$ cat src/rtl/calc_pkg.sv
// calc_pkg: token codes, ALU opcodes and parser states shared by the calculator blocks
package calc_pkg;
  localparam logic [4:0] TOK_AC  = 5'd16;
  localparam logic [4:0] TOK_ADD = 5'd17;
  localparam logic [4:0] TOK_DIV = 5'd20;
  localparam logic [4:0] TOK_EQ  = 5'd21;
  typedef enum logic [1:0] {OP_ADD, OP_SUB, OP_MUL, OP_DIV} opcode_t;
  typedef enum logic [2:0] {ENTER_A, OP_WAIT, ENTER_B, ISSUE, WAIT_RES, RESULT, ERROR} state_t;
  function automatic logic is_op(input logic [4:0] tok);
    return tok >= TOK_ADD && tok <= TOK_DIV;
  endfunction
  function automatic opcode_t tok_opcode(input logic [4:0] tok);
    logic [4:0] d;
    d = tok - TOK_ADD;
    return opcode_t'(d[1:0]);
  endfunction
endpackage

$ cat src/rtl/calc_digit_accum.sv
// calc_digit_accum: acc*10+digit with a flag when the result no longer fits in WIDTH bits
module calc_digit_accum #(
  parameter int WIDTH = 16
) (
  input  logic [WIDTH-1:0] acc,
  input  logic [3:0]       digit,
  output logic [WIDTH-1:0] sum,
  output logic             ovf
);
  localparam int W4 = WIDTH + 4;
  logic [W4-1:0] full;
  assign full = W4'(acc) * W4'(10) + W4'(digit);
  assign sum  = full[WIDTH-1:0];
  assign ovf  = |full[W4-1:WIDTH];
endmodule

$ cat src/rtl/calc_input_parser.sv
// calc_input_parser: turns keypad tokens into ALU requests and tracks the displayed value
module calc_input_parser import calc_pkg::*; #(
  parameter int WIDTH = 16
) (
  input  logic             clk,
  input  logic             rst_n,
  input  logic [4:0]       i_data,
  input  logic             i_valid,
  output logic             o_ready,
  output logic [WIDTH-1:0] o_op_a,
  output logic [WIDTH-1:0] o_op_b,
  output logic [1:0]       o_opcode,
  output logic             o_alu_valid,
  input  logic             i_alu_ready,
  input  logic [WIDTH-1:0] i_res,
  input  logic             i_res_valid,
  input  logic             i_res_err,
  output logic [WIDTH-1:0] o_display,
  output logic             o_error
);
  state_t state, state_n;
  opcode_t opc, opc_n, pop, pop_n;
  logic [WIDTH-1:0] a, a_n, b, b_n, disp, sum, acc_in, dig;
  logic peq, peq_n, ovf, take, is_dig, is_opt;
  assign o_ready     = state != ISSUE && state != WAIT_RES;
  assign o_alu_valid = state == ISSUE;
  assign o_error     = state == ERROR;
  assign o_op_a      = a;
  assign o_op_b      = b;
  assign o_opcode    = opc;
  assign o_display   = disp;
  assign take        = i_valid && o_ready;
  assign is_dig      = i_data < 5'd10;
  assign is_opt      = is_op(i_data);
  assign dig         = WIDTH'(i_data[3:0]);
  assign acc_in      = state == ENTER_B ? b : a;
  calc_digit_accum #(.WIDTH(WIDTH)) u_accum (.acc(acc_in), .digit(i_data[3:0]), .sum(sum), .ovf(ovf));
  always_comb begin
    state_n = state;
    a_n = a;
    b_n = b;
    opc_n = opc;
    pop_n = pop;
    peq_n = peq;
    case (state)
      ENTER_A: begin
        if (take && is_dig && !ovf) a_n = sum;
        else if (take && is_opt) begin
          opc_n = tok_opcode(i_data);
          state_n = OP_WAIT;
        end
      end
      OP_WAIT: begin
        if (take && is_opt) opc_n = tok_opcode(i_data);
        else if (take && is_dig) begin
          b_n = dig;
          state_n = ENTER_B;
        end
      end
      ENTER_B: begin
        if (take && is_dig && !ovf) b_n = sum;
        else if (take && (is_opt || i_data == TOK_EQ)) begin
          peq_n = i_data == TOK_EQ;
          pop_n = is_opt ? tok_opcode(i_data) : pop;
          state_n = ISSUE;
        end
      end
      ISSUE: state_n = i_alu_ready ? WAIT_RES : ISSUE;
      WAIT_RES: begin
        if (i_res_valid && i_res_err) state_n = ERROR;
        else if (i_res_valid) begin
          a_n = i_res;
          opc_n = peq ? opc : pop;
          state_n = peq ? RESULT : OP_WAIT;
        end
      end
      RESULT: begin
        if (take && is_dig) begin
          a_n = dig;
          state_n = ENTER_A;
        end else if (take && is_opt) begin
          opc_n = tok_opcode(i_data);
          state_n = OP_WAIT;
        end
      end
      default: ;
    endcase
    if (take && i_data == TOK_AC) begin
      a_n = '0;
      b_n = '0;
      opc_n = OP_ADD;
      pop_n = OP_ADD;
      peq_n = 1'b0;
      state_n = ENTER_A;
    end
  end
  always_ff @(posedge clk or negedge rst_n) begin
    if (!rst_n) begin
      state <= ENTER_A;
      a <= '0;
      b <= '0;
      opc <= OP_ADD;
      pop <= OP_ADD;
      peq <= 1'b0;
      disp <= '0;
    end else begin
      state <= state_n;
      a <= a_n;
      b <= b_n;
      opc <= opc_n;
      pop <= pop_n;
      peq <= peq_n;
      disp <= state_n == ENTER_B ? b_n : state_n == ERROR ? '0 : a_n;
    end
  end
endmodule

$ cat config.mk
export PLATFORM = sky130hd
export DESIGN_NAME = calc_input_parser
export DESIGN_NICKNAME = d
export VERILOG_FILES = /design/src/rtl/calc_pkg.sv /design/src/rtl/calc_digit_accum.sv /design/src/rtl/calc_input_parser.sv
export SDC_FILE = /design/constraint.sdc
export NUM_CORES = 1
export LEC_CHECK = 0
export CORE_UTILIZATION = 30
export DETAILED_ROUTE_END_ITERATION = 7
export RECOVER_POWER = 100
export SLEW_MARGIN = 30
export SYNTH_ARGS = -nofsm -noshare
export SYNTH_HDL_FRONTEND = slang
export SYNTH_SLANG_ARGS = --single-unit
$ cat constraint.sdc
create_clock -name clk -period 10.05 [get_ports clk]
set_clock_uncertainty 0.2 [all_clocks]
set_input_delay 2.01 -clock clk [delete_from_list [all_inputs] [get_ports clk]]
set_output_delay 2.01 -clock clk [all_outputs]
set_load 0.01 [all_outputs]
==> key figures <==
Outcome
  – Status: finished with violations
  – Failing checks: capacitance limit, slew limit

Placement
  – Buffers on Ports: 79
  – DPL Wire Length: 12.28 mm
  – GPL Wtd Cong: 0.8881
  – Dpl cells: 868
  – Post-placement setup slack: 3.356 ns

Routing
  – First DRT Iteration DRCs: 396
  – Routed WL per cell: 18.47 um
  – Initial DRT Pass Iterations: 6
  – Total length of routed wires: 16.16 mm
  – Post-route DRC: 0
  – Vias: 4,874
  – Antenna viol nets, final: 0
  – Vias per cell: 5.570

Cells and area
  – Fin cells: 875
  – Fillers: 1,675
  – Nets: 711
  – Area of the multi-input gates: 3241 um^2
  – Commonest non-fill, non-tap cell in the layout: nor2_1
  – Commonest cells after routing, fill and taps aside: nor2_1, nand2_1, dfrtp_1, dlygate4sd3_1, o21ai_0
  – Share of cells above drive strength 1: 5.159%
  – Antenna cells: 0
  – Area Growth Syn to Fin: 22.20%
  – FF/Latch Area: 1401 um^2

Worst setup path
  – WS Path Type: register to register
  – Critical Path Sink Type: register
  – Maximum fanout along the worst path: 28
  – WP data arrival: 7.92 ns
  – WP data required: 10.01 ns
  – CP Launch Type: register

Timing
  – Minimum clock period: 7.957 ns
  – Worst hold slack: 0.3297 ns
  – Tcrit/Tclk final: 79.17%
  – Setup TNS: 0 ns
  – Slew HR: -101.7%
  – Setup ws final: 2.093 ns
  – RSZ-0062 raised after global routing: no
  – Max Clk Rate: 125.7 MHz
  – Final Max Tran Viols: 74
  – Final Hold Violating Endpoints: 0
  – Endpoints failing setup: 0
  – Worst-Margin Slew: 3.026 ns

Synth
  – Number of library cell types mapped by synthesis: 69
  – Flops & latches, synth: 56
  – FFs w/ async S/R, synth: 100.0%
  – Leading area contributor after synthesis: dfrtp_1
  – Area contributors post-synth: dfrtp_1, ha_1, o21ai_0
  – Ys flop type: dfrtp_1
  – Cells after synthesis: 601
  – Seq/Total Area, Yosys: 28.68%
  – Mapped Nets: 653
  – Syn_area_per_cell: 8.130 um^2
  – Post-synth EDFFs: 0
  – Yosys warns: 0
  – Top cell type's share of synthesized area: 28.68%
  – Mapped cell area: 4886 um^2

CTS
  – Clock root cell: clkbuf_16
  – H-tree depth: 2
  – Post-CTS setup buffers: 0
  – Longest Clk Path Bufs: 2
  – Clk slew on worst S/H paths: 0.08 ns
  – CTS resizes: 0
  – Clock Sinks: 56
  – Number of buffers created by CTS: 5
  – Clock tree from TritonCTS: yes
  – Worst-Skew Late Latency: 0.30 ns
  – Cts hold-fix bufs: 0

Floorplanning
  – Die width: 129.6 um
  – Io pins: 80
  – Core area: 15,890 um^2
  – Row cnt: 46
  – Die ar.: 16,800 um^2
  – DIE HEIGHT: 129.6 um
  – Initial Utilization: 30.76%

GRT
  – First-pass GRT wire length: 25.58 mm
  – Total grt overflow: 0
  – Pin count of the biggest net entering global routing: 57
  – Vias in the first global route: 4,668
  – Antenna violations before repair: 0
  – Global-route usage over all layers: 19.75%

Run
  – Max_cap viols: 2

Hold path
  – Hold Crit Class: register to register
per-stage QoR:
step | cell area, um^2 | utilization [%]
finish | 5971 | 37.59
global route | 5971 | 37.59
CTS | 5993 | 37.73
detailed placement | 5856 | 36.86
global placement | 5849 | 36.82
floorplan | 4886 | -
path summary, 6_finish.rpt:
kind / depth (start not counted) / slack [ns] / to / startpoint
min: 2 / 0.33 / pop[0]$_DFFE_PN0P_ / pop[0]$_DFFE_PN0P_
max in group asynchronous: 2 / 5.34 / o_op_a[4]$_DFF_PN0_ / rst_n
min reg2reg: 2 / 0.33 / pop[0]$_DFFE_PN0P_ / pop[0]$_DFFE_PN0P_
max reg2reg: 19 / 2.09 / o_display[0]$_DFF_PN0_ / state[1]$_DFF_PN0_
max: 19 / 2.09 / o_display[0]$_DFF_PN0_ / state[1]$_DFF_PN0_
min in group asynchronous: 2 / 2.60 / o_op_b[2]$_DFF_PN0_ / rst_n
cell usage after synthesis, types with 3 or more instances:
library cell,n
buf_2,3
o211ai_1,3
mux2_2,7
ha_1,23
a221o_1,8
o31ai_1,5
nand3_1,18
a211oi_1,4
a22o_1,11
mux2_1,3
o32ai_1,3
nand2b_1,8
nor2_1,63
o21ai_0,48
clkbuf_1,26
nor3_1,13
buf_4,3
a21oi_1,37
a31oi_1,3
xnor2_1,20
a211o_1,4
nor2b_1,8
a21o_1,12
xor2_1,19
nand4_1,7
nand2_1,61
nor3b_1,4
a221oi_1,10
o21a_1,3
o22ai_1,5
or2_2,4
mux2i_1,13
and2_1,6
inv_1,23
o21bai_1,3
and3_1,4
or4_1,3
dfrtp_1,56
flip-flops by register name, summed over array words and instances, names as in the netlist:
signal     flops
o_display     16
o_op_a        16
o_op_b        16
state          3
o_opcode       2
pop            2
peq            1
logic make-up after synthesis:
logic type,after synthesis,synth area share (%)
flip-flops,56,28.68
buffers and inverters,58,5.070
AND/OR/NAND/NOR,214,21.41
multiplexers,23,4.968
XOR/XNOR,39,6.991
AO/OA/AOI/OAI,186,26.17
adder cells (fa/ha/maj),25,6.709
final cells by class:
type | instances | share of cell area [%]
multi-input combinational | 487 | 54.27
inverter | 23 | 1.446
tap | 216 | 4.526
clock inverter | 2 | 0.2096
sequential | 56 | 23.47
timing repair buffer | 86 | 13.98
clock buffer | 5 | 2.096
critical path, stage by stage, from the launching register on:
cell and delay, ns:
dfrtp_1 0.59, nor3b_1 1.59, buf_4 0.51, nand2_1 0.09, nand2_1 0.10, ha_1 0.16, ha_1 0.18, inv_1 0.06
fa_1 0.40, xnor2_1 0.25, and3b_1 0.24, nor4b_2 0.33, nand4_1 0.20, or4b_1 0.58, or4b_4 0.58, a21oi_1 0.56
buf_4 0.37, mux2_2 0.36, a221oi_1 0.30, o32ai_1 0.16
per-layer routing:
metal  up-vias  wire, um  track usage (%)
li1       2308         -                -
met1      2329      7417            27.47
met2       212      7057            30.32
met3        25      1269            4.129
met4         0       416            6.566
met5         -         0                0
Power is left out: the tool's default activity adds up to more than one toggle a clock period on the data nets, which glitch-free logic cannot reach.
